[config.mk]
export PLATFORM = sky130hd
export DESIGN_NAME = kernel_pipe_join
export DESIGN_NICKNAME = d
export VERILOG_FILES = /design/src/rtl/kernel_pkg.sv /design/src/rtl/kernel_pipe_stage.sv /design/src/rtl/kernel_pipe_join.sv
export SDC_FILE = /design/constraint.sdc
export NUM_CORES = 1
export LEC_CHECK = 0
export ABC_AREA = 1
export BUFFER_PORTS_ARGS = -buffer_cell sky130_fd_sc_hd__buf_2
export CAP_MARGIN = 20
export CORE_ASPECT_RATIO = 0.75
export CORE_MARGIN = 8
export CORE_UTILIZATION = 42
export CTS_CLUSTER_DIAMETER = 150
export CTS_CLUSTER_SIZE = 28
export DETAILED_ROUTE_END_ITERATION = 8
export PLACE_DENSITY = 0.65
export SKIP_LAST_GASP = 1
export SLEW_MARGIN = 10
export SYNTH_ARGS = -nofsm -noshare
export SYNTH_HDL_FRONTEND = slang
export SYNTH_SLANG_ARGS = --single-unit
[constraint.sdc]
create_clock -name clk -period 1.8 [get_ports clk]
set_input_delay 0.45 -clock clk [delete_from_list [all_inputs] [get_ports clk]]
set_output_delay 0.45 -clock clk [all_outputs]
set_load 0.02 [all_outputs]
[src/rtl/kernel_pkg.sv]
// Shared helpers for the kernel pipe join slice: lane packing and counter sizing.
// Latency: n/a (package only).
// Backpressure: n/a (package only).
package kernel_pkg;

  // Default geometry of a TyBEC pass-through / delay-balancing node
  localparam int DEF_STREAMW = 34;
  localparam int DEF_NIN     = 2;
  localparam int DEF_DEPTH   = 3;
  localparam int DEF_OCCW    = 3;

  // Low bit index of lane k inside a flat NIN*STREAMW bus
  function automatic int lane_lo(input int k, input int streamw);
    return k * streamw;
  endfunction

  // Minimum occupancy counter width able to count 0..depth
  function automatic int occw_min(input int depth);
    return $clog2(depth + 1);
  endfunction

endpackage

[src/rtl/kernel_pipe_stage.sv]
// One elastic register slice: holds a token and its valid flag.
// Latency: 1 cycle when the slice advances.
// Backpressure: loads when downstream advances or when empty (bubble collapse); otherwise holds.
module kernel_pipe_stage #(
  parameter int W = 68
) (
  input  logic         clk,
  input  logic         rst,
  input  logic [W-1:0] in_data,
  input  logic         in_v,
  input  logic         adv_in,
  output logic [W-1:0] out_data,
  output logic         out_v,
  output logic         adv_out
);

  logic [W-1:0] r_data;
  logic         r_v;

  // An empty slice may always load, so its upstream can advance too
  assign adv_out  = adv_in | ~r_v;
  assign out_data = r_data;
  assign out_v    = r_v;

  // Load the upstream token on advance, hold otherwise
  always_ff @(posedge clk) begin
    if (rst) begin
      r_data <= '0;
      r_v    <= 1'b0;
    end else if (adv_out) begin
      r_data <= in_data;
      r_v    <= in_v;
    end
  end

endmodule

[src/rtl/kernel_pipe_join.sv]
// Joins NIN lanes into one token and carries it through a DEPTH-slice elastic pipeline.
// Latency: DEPTH cycles unstalled; 1 token/cycle throughput.
// Backpressure: iready falls only when every slice is full and oready is low; tokens compress behind a stall.
module kernel_pipe_join
  import kernel_pkg::*;
#(
  parameter int STREAMW = DEF_STREAMW,
  parameter int NIN     = DEF_NIN,
  parameter int DEPTH   = DEF_DEPTH,
  parameter int OCCW    = DEF_OCCW
) (
  input  logic                   clk,
  input  logic                   rst,
  input  logic [NIN-1:0]         ivalid_in,
  input  logic [NIN*STREAMW-1:0] in_flat,
  output logic                   iready,
  output logic                   ovalid,
  output logic [NIN*STREAMW-1:0] out_flat,
  input  logic                   oready,
  output logic [OCCW-1:0]        occ
);

  localparam int FW = NIN * STREAMW;

  logic          w_ivalid_all;
  logic          w_acc;
  logic          w_fire;
  logic [FW-1:0] w_data [DEPTH];
  logic          w_v    [DEPTH];
  // w_adv[k] is the advance of slice k; w_adv[DEPTH] is the downstream ready
  logic          w_adv  [DEPTH+1];
  logic [OCCW-1:0] r_occ;

  // A token exists only when every lane is valid together
  assign w_ivalid_all = &ivalid_in;
  assign w_adv[DEPTH] = oready;

  // Ready ripples combinationally from oready down the advance chain
  assign iready = ~rst & w_adv[0];
  assign w_acc  = w_ivalid_all & iready;
  assign w_fire = w_v[DEPTH-1] & oready;

  assign ovalid   = w_v[DEPTH-1];
  assign out_flat = w_data[DEPTH-1];
  assign occ      = r_occ;

  genvar k;
  generate
    for (k = 0; k < DEPTH; k++) begin : g_stage
      logic [FW-1:0] w_src_data;
      logic          w_src_v;
      if (k == 0) begin : g_head
        assign w_src_data = in_flat;
        assign w_src_v    = w_ivalid_all;
      end else begin : g_body
        assign w_src_data = w_data[k-1];
        assign w_src_v    = w_v[k-1];
      end
      kernel_pipe_stage #(.W(FW)) u_stage (
        .clk      (clk),
        .rst      (rst),
        .in_data  (w_src_data),
        .in_v     (w_src_v),
        .adv_in   (w_adv[k+1]),
        .out_data (w_data[k]),
        .out_v    (w_v[k]),
        .adv_out  (w_adv[k])
      );
    end
  endgenerate

  // Occupancy tracks accepts minus drains; simultaneous accept and drain cancel
  always_ff @(posedge clk) begin
    if (rst) begin
      r_occ <= '0;
    end else begin
      case ({w_acc, w_fire})
        2'b10:   r_occ <= r_occ + OCCW'(1);
        2'b01:   r_occ <= r_occ - OCCW'(1);
        default: r_occ <= r_occ;
      endcase
    end
  end

endmodule

* Word-level counts from Yosys, hierarchy flattened
Index checks and enable logic that the tools add are counted.
** Storage, ports and cells
- Bits in registers :: 210
- Bits in latches :: 0
- Memory bits (writable) :: 0
- ROM bits :: 0
- Input bits :: 73
- Output and inout bits :: 73
- Logic and storage cells :: 24
- Memories :: 0
** Operators by class
- Add/sub/neg operators :: 2
- Multipliers :: 0
- Divide/modulo/power cells :: 0
- $lt $le $gt $ge :: 0
- Equal/unequal tests :: 2
- Shift-type cells :: 0
- Muxes and demuxes :: 1
- Bitwise gates (word level) :: 10
- Reduce and logical (&&, ||, !) cells :: 2
** Operators by type and width (count)
- 3-bit one-hot mux with 2 select lines :: 1
- 1-bit inverter :: 4
- 3-bit by 1-bit adder with 3-bit output (second input constant) :: 1
- 1-bit AND :: 3
- 1-bit bitwise OR :: 3
- 3-bit by 1-bit subtractor with 3-bit output (second input constant) :: 1
- 2-bit by 1-bit equality test with 1-bit output (second input constant) :: 1
- 2-bit equality test (second input constant) :: 1
- 2-bit AND reduction :: 1
- 2-bit nonzero test :: 1

* Depth between registers and ports, before layout
Gate-level depths: netlist of the first run.
- Word-level depth :: 8
- Depth in mapped cells :: 15
- Depth with buffers taken out :: 14

* Modules after synthesis
Synthesis of the first run repeated with hierarchy kept, for this count alone.
** Second synthesis, totals
- Cells, all modules :: 1365
- Area total of the unflattened synthesis :: 8902.3 um^2
** Modules (own cells, without submodules)
- kernel_pipe_stage :: instances 3, cells each 445, area each 2901.5 um^2, seq. area each 1381.3 um^2
- kernel_pipe_join :: instances 1, cells each 30, area each 197.7 um^2, seq. area each 60.1 um^2

* Worst setup path after synthesis of the first run
No wires, ideal clock.
- Path kind :: register to register
- Start :: register g_stage[2].u_stage.r_v
- End :: register r_occ[2] (netlist: occ[2])
- Setup time :: 110 ps
- Data arrival time :: 1932 ps
- Required time :: 1690 ps
- Path slack :: -242 ps
- Stages on the path, launching flop included :: 15
- Path buffers :: 1
- Clock period less this slack :: 2042 ps
- Path through :: dfxtp_1 > nand4_1 > buf_2 > nand2_1 > inv_1 > nand3_1 > ha_1 > inv_1 > fa_1 > inv_1 > nand2_1 > nand3_1 > nand2_1 > inv_1 > nor2_1
** Between the ends
- Cells in the longest elaborated chain, start to end :: 8
- Elaborated cells between the ends (all ways) :: 11
- Those cells by class :: eq/ne: 2; mux: 1; bitwise: 7; reduce/logical: 1
** RTL lines
- start: declaration :: RTL line kernel_pipe_stage.sv:18 : logic r_v;
- start signal: assignment :: RTL line kernel_pipe_stage.sv:32 : r_v <= in_v;
- 1-bit inverter * :: RTL line kernel_pipe_stage.sv:21 : assign adv_out = adv_in | ~r_v;
- 1-bit bitwise OR * (3 in series) :: RTL line kernel_pipe_stage.sv:21
- 1-bit AND * :: RTL line kernel_pipe_join.sv:39 : assign iready = ~rst & w_adv[0];
- net iready :: RTL line kernel_pipe_join.sv:16 : output logic iready,
- 1-bit AND * :: RTL line kernel_pipe_join.sv:40 : assign w_acc = w_ivalid_all & iready;
- 2-bit by 1-bit equality test with 1-bit output / 2-bit equality test (equally long branches) :: RTL line kernel_pipe_join.sv:77 : case ({w_acc, w_fire})
- 3-bit one-hot mux with 2 select lines / 2-bit nonzero test (equally long branches)
- end signal: assignment :: RTL line kernel_pipe_join.sv:78 : 2'b10: r_occ <= r_occ + OCCW'(1);
- end signal: assignment :: RTL line kernel_pipe_join.sv:79 : 2'b01: r_occ <= r_occ - OCCW'(1);
- end signal: assignment :: RTL line kernel_pipe_join.sv:80 : default: r_occ <= r_occ;
- end: declaration :: RTL line kernel_pipe_join.sv:32 : logic [OCCW-1:0] r_occ;
Mark *: on every way through the listed nets, which the timed path passes. The rest lies on a longest branch.
A chain may end at the register's enable or synchronous reset.

* Final worst setup path of the first run
- Start :: register g_stage[2].u_stage.r_v
- End :: output port iready
** Between the ends
- Cells in the longest elaborated chain, start to end :: 5
** RTL lines (RTL line)
- 1-bit inverter :: kernel_pipe_stage.sv:21
- 1-bit bitwise OR (3 in series) :: kernel_pipe_stage.sv:21
- 1-bit AND :: kernel_pipe_join.sv:39
- end: declaration :: kernel_pipe_join.sv:16
Every way passes these cells.

==> out/metrics.yaml, run 1 <==
status: "complete, no violations"
grtUsageTotal_pct: 14.8
setup_viol: 0
synth_nets: 1136
holdWs_ns: 0.222
cts_max_path_buffers: 3
final_hold_viol_count: 0
dp_hpwl_um: 11100
p_leak_nw: 4.85
detail_route.wl_per_cell_um: 12.2
ys_types: 20
n_antenna_cell: 0
drc_errors: 0
hp-start: "rst"
drt_iter0_drc: 363
cts_buffers: 11
syn-cell-area_um2: 7710
totalPowerFinal_mw: 8.12
crit_arrival_ns: 1.28
io_pins: 146
cts_num_sinks: 210
r2r_setup_slack_ns: 0.10
synth_seq_cells: 210
die_h_um: 133
fin_crit_sh_pct: 95.9
fillCellCount: 1881
worstPathRequired_ns: 1.35
critical_path.cell_chain: "nand4_1 > nand2_4 > inv_4 > buf_2"
startpoint_type: "register"
drtPass1Iterations: 4
worstSetupPathType: "register to output pin"
grt_pass1_vias: 5908
fin_crit_ns: 1.73
synth_top_area_share_pct: 54.5
grt_max_degree: 137
place_ws_ns: -0.202
drive_gt1_share_pct: 16.0
io_buffers: 145
hold_path_end: "g_stage[0].u_stage.out_v"
reg2reg_depth: 12
worst_skew_pair.late_latency_ns: 0.45
power_density_nw_per_um2: 906
place_area_um2: 8630
synth_top_cell_by_area: "dfxtp_1"
cts_tree: "yes"
holdPathStages: 2
avgSynthCellArea_um2: 7.27
stdcell_area_um2: 8950
nets: 1244
place_congestion: 0.709
crit-reg2reg-launch: "g_stage[2].u_stage.out_v"
postRouteWirelength_um: 17300
die_area_um2: 23000
hp-class: "input port to register"
antenna_left: 0
start_util_pct: 42.3
synth-warning-count: 0
fmax_mhz: 579
rr_endpoint: "occ[2]"
crit_path_top_delay_cell: "dfxtp_4"
crit_fanout: 2
worst_pin_slew_ns: 0.567
die_x_um: 172
core_um2: 18200
max_slew_margin_pct: 62.2
path_clk_slew_ns: 0.10
antenna_found_initial: 0
grt_pass1_wl_um: 28600
cts.htree.levels: 1
rows: 43
grt_setup_unrepaired: "true"
area_delta_synth_final_pct: 16.1
fin_ws_ns: 0.0737
worstSetupEndpointType: "output pin"
vias_per_cell: 4.47
root_buffer: "clkbuf_16"
syn_inst: 1061
max_cap_viol_count: 0
slowest_delay_ns: 0.37
final.setup_skew_ns: 0.00874
drv_slew: 0
ir_worst_vdd_v: 0.000507
ys_seq_area_share_pct: 54.5
vias: 6319
grt_overflow: 0
fin_util_pct: 49.1
synth.area.top_cells: "dfxtp_1 55%, nor2_1 20%, o21ai_0 8.8%"
[state kept, by name, summed over array words and instances, names as in the netlist]
name / flops
g_stage.u_stage.out_v: 3
occ: 3
g_stage.u_stage.out_data: 204
[power breakdown]
group / total (mW) / switching (mW) / internal [mW]
sequential: 4.94 / 0.0935 / 4.85
clock: 2.56 / 1.43 / 1.13
combinational: 0.620 / 0.373 / 0.247
total: 8.12 / 1.89 / 6.22
[per-stage QoR]
stage	TNS (ns)	instances
3_5_place_dp	-2.87	1402
6_report	0	1415
4_1_cts	0	1414
5_1_grt	-0.0529	1415
3_3_place_gp	-1.78	1402
2_1_floorplan	-0.0558	1061
[layer usage]
metal | track usage (%) | routed length (µm) | vias up
met5 | 0 | 0 | -
met4 | 2.63 | 244 | 0
met3 | 2.51 | 855 | 14
met1 | 19.8 | 8410 | 2775
met2 | 24.7 | 7750 | 107
li1 | - | - | 3423
[worst max path at each step]
stage,start,end,slack [ns],depth (start not counted)
2_1_floorplan,oready,occ[2],-0.05,15
3_3_place_gp,oready,occ[2],-0.18,15
3_5_place_dp,oready,occ[2],-0.20,15
4_1_cts,g_stage[2].u_stage.out_v,iready,0.02,4
5_1_grt,g_stage[2].u_stage.out_v,occ[2],-0.04,13
6_report,g_stage[2].u_stage.out_v,iready,0.07,4
[cell usage in the layout, fill, tap and decap left out, types with 3 or more instances in the layout]
cell / synthesis / final
clkbuf_16: 0 / 11
inv_2: 3 / 3
o21ai_0: 136 / 136
buf_12: 0 / 5
nor2_1: 408 / 408
dfxtp_1: 210 / 208
buf_4: 3 / 10
a21oi_1: 4 / 4
inv_1: 80 / 77
nand2_1: 142 / 141
buf_2: 24 / 145
o21ai_1: 3 / 3
[logic make-up (layout without fill, tap and decap cells)]
logic type	after synthesis	after routing	share of synthesized area, %
buf+inv	149	256	8.21
fa+ha+maj	2	2	0.422
compound gates	144	144	9.38
simple gates	556	556	27.5
flops	210	210	54.5
[worst max-delay path: cells and delay by family, from the launching register on]
| family | cells | cell delay, ns |
|---|---|---|
| DFF | 1 | 0.37 |
| and+or+nand+nor | 2 | 0.27 |
| buffers and inverters | 2 | 0.19 |
[cell type report]
class | instances | area (µm²) | share of cell area, %
clock buffer | 11 | 275 | 3.07
clock inverter | 1 | 16.3 | 0.182
inverter | 83 | 332 | 3.70
multi-input combinational | 702 | 2900 | 32.4
sequential | 210 | 4210 | 47.0
tap | 247 | 309 | 3.45
timing repair buffer | 161 | 912 | 10.2
[Yosys cell counts]
| master | n |
|---|---|
| clkbuf_1 | 33 |
| o21ai_1 | 3 |
| nand4_1 | 2 |
| ha_1 | 1 |
| nand2_4 | 1 |
| nand2_1 | 142 |
| fa_1 | 1 |
| o21a_1 | 1 |
| dfxtp_1 | 210 |
| o21ai_0 | 136 |
| buf_6 | 4 |
| clkbuf_2 | 2 |
| nand3_1 | 2 |
| nor2_1 | 408 |
| inv_2 | 3 |
| buf_2 | 24 |
| inv_1 | 80 |
| buf_4 | 3 |
| nor2_8 | 1 |
| a21oi_1 | 4 |
[what timing repair did]
| item | CTS | global route |
|---|---|---|
| resized for setup | 0 | 4 |
| endpoints found under the setup margin | 0 | 2 |
| setup buffers | 0 | 1 |
| hold buffers | 0 | 0 |
Power figures use the tool's default switching activity.
==> inputs of run 2 (changes only) <==
==> constraint.sdc (replaced) <==
create_clock -name clk -period 1.8 [get_ports clk]
set_input_delay 0.36 -clock clk [delete_from_list [all_inputs] [get_ports clk]]
set_output_delay 0.36 -clock clk [all_outputs]
set_load 0.02 [all_outputs]
==> out/metrics.yaml, run 2 (same netlist as run 1, synthesis figures left out) <==
status: "complete, no violations"
vias_per_cell: 4.47  # +0.19%
swShare_pct: 23.6  # +0.32 points
final_cell_mix: "408 x nor2_1, 209 x dfxtp_1, 145 x buf_2, 140 x nand2_1, 136 x o21ai_0"
crit_path_top_delay_cell: "dfxtp_4"
crit_fanout: 3  # +1
fmax_mhz: 582  # +0.43%
crit_arrival_ns: 2.07  # +0.79 ns
setup_viol: 0  # unchanged
detail_route.wl_per_cell_um: 12.3  # +0.55%
comb_power_share_pct: 7.5  # about the same
worst-path-buf-inv: 2  # unchanged
crit_family: "simple AND/OR/NAND/NOR gates"
postRouteWirelength_um: 17400  # +0.55%
root_buffer: "clkbuf_16"
worstSetupPathType: "register to register"
setup_tns_ns: 0  # unchanged
fin_crit_sh_pct: 95.5  # -0.41 points
largest_register_ffs: 204  # unchanged
startpoint_type: "register"
cts_tree: "yes"
cts_buffers: 11  # unchanged
worst_pin_slew_ns: 0.927  # +0.360 ns
p_int_mw: 6.23  # about the same
worstSetupEndpointType: "register"
grt_max_degree: 209  # +53%
hp-class: "input port to register"
grt_pass1_vias: 5782  # -2.1%
max_cap_viol_count: 0  # unchanged
worstPathRequired_ns: 2.15  # +0.80 ns
place_area_um2: 8630  # unchanged
critical_path.cell_chain: "nand4_1 > nand2_4 > inv_4 > nand3_2 > ha_4 > inv_2 > fa_2 > nand2_1 > nand4_1 > nand2_1 > nor2_1"
cts_num_sinks: 210  # unchanged
grt_pass1_wl_um: 28400  # -0.67%
p_seq_share_pct: 60.6  # -0.3 points
grtUsageTotal_pct: 14.6  # -0.15 points
nets: 1243  # -0.080%
grt_setup_unrepaired: "true"
drc_errors: 0  # unchanged
place_ws_ns: -0.0584  # +0.144 ns
path_clk_slew_ns: 0.11  # about the same
drtPass1Iterations: 4  # unchanged
start_util_pct: 42.3  # unchanged
antenna_found_initial: 0  # unchanged
fin_util_pct: 49.1  # about the same
final_common_cell: "nor2_1"
cts.htree.levels: 1  # unchanged
slowest_delay_ns: 0.38  # about the same
final.setup_skew_ns: 0.0240  # +0.0153 ns
die_area_um2: 23000  # unchanged
antenna_left: 0  # unchanged
stdcell_area_um2: 8960  # about the same
fin_crit_ns: 1.72  # -0.00740 ns
fin_ws_ns: 0.0811  # +0.00740 ns
rows: 43  # unchanged
die_h_um: 133  # unchanged
vias: 6331  # +0.19%
clock_power_share_pct: 31.9  # +0.4 points
drv_slew: 0  # unchanged
io_buffers: 145  # unchanged
p_leak_nw: 4.85  # about the same
io_pins: 146  # unchanged
totalPowerFinal_mw: 8.16  # +0.50%
core_um2: 18200  # unchanged
area_delta_synth_final_pct: 16.2  # about the same
max_slew_margin_pct: 38.2  # -24 points
drt_iter0_drc: 373  # +2.8%
n_antenna_cell: 0  # unchanged
final_hold_viol_count: 0  # unchanged
die_x_um: 172  # unchanged
place_congestion: 0.722  # +1.9%
dp_hpwl_um: 10600  # -4.4%
p_switching_mw: 1.93  # +1.9%
grt_overflow: 0  # unchanged
worst_skew_pair.late_latency_ns: 0.46  # about the same
power_density_nw_per_um2: 910  # +0.43%
drive_gt1_share_pct: 16.0  # unchanged
ir_worst_vdd_v: 0.000691  # +36%
cts_max_path_buffers: 3  # unchanged
[run 2: cell type report]
type	count	area, µm²
timing repair buffer	160	926
inverter	83	319
sequential	210	4210
clock buffer	12	279
tap	247	309
multi-input combinational	702	2900
clock inverter	1	16.3
fill	1908	9280
[run 2: through the flow]
step | instances | hold WS, ns
6_report | 1415 | 0.117
5_1_grt | 1415 | 0.0928
4_1_cts | 1412 | 0.0948
3_5_place_dp | 1399 | 0.464
3_3_place_gp | 1399 | 0.455
2_1_floorplan | 1061 | 0.419
[run 2: worst paths after layout]
check	start	endpoint	slack [ns]	depth (start not counted)
max	g_stage[2].u_stage.out_v	occ[2]	0.08	11
min reg2reg	g_stage[0].u_stage.out_data[62]	g_stage[0].u_stage.out_data[62]	0.48	2
min	rst	g_stage[2].u_stage.out_v	0.12	2
max reg2reg	g_stage[2].u_stage.out_v	occ[2]	0.08	11
[run 2: worst register-to-register path, stage by stage, from the launching register on]
cell     delay [ns]
dfxtp_4        0.38
nand4_1        0.16
nand2_4        0.13
inv_4          0.03
nand3_2        0.06
ha_4           0.14
inv_2          0.04
fa_2           0.36
nand2_1        0.09
nand4_1        0.09
nand2_1        0.06
nor2_1         0.07
[run 2: repair_timing]
| action | in CTS | in global routing |
|---|---|---|
| buffers inserted | 0 | 3 |
| endpoints found under the setup margin | 0 | 1 |
| resized for setup | 0 | 5 |
| hold buffers | 0 | 0 |
[run 2: metal layers]
layer / track usage (%) / vias up / wire length [µm]
met5: 0 / - / 0
met3: 2.51 / 17 / 723
li1: - / 3419 / -
met2: 23.6 / 94 / 7680
met1: 20.0 / 2801 / 8630
met4: 3.44 / 0 / 322
[run 2: power groups by stage]
| stage | Sequential [mW] | Clock [mW] | Combinational, mW |
|---|---|---|---|
| after CTS | 4.94 | 2.72 | 0.620 |
| after detailed placement | 5.05 | 0 | 0.617 |
| after floorplan | 5.10 | 0 | 0.333 |
| after global placement | 5.04 | 0 | 0.608 |
| after global routing | 4.97 | 2.87 | 0.701 |
| final | 4.94 | 2.60 | 0.612 |
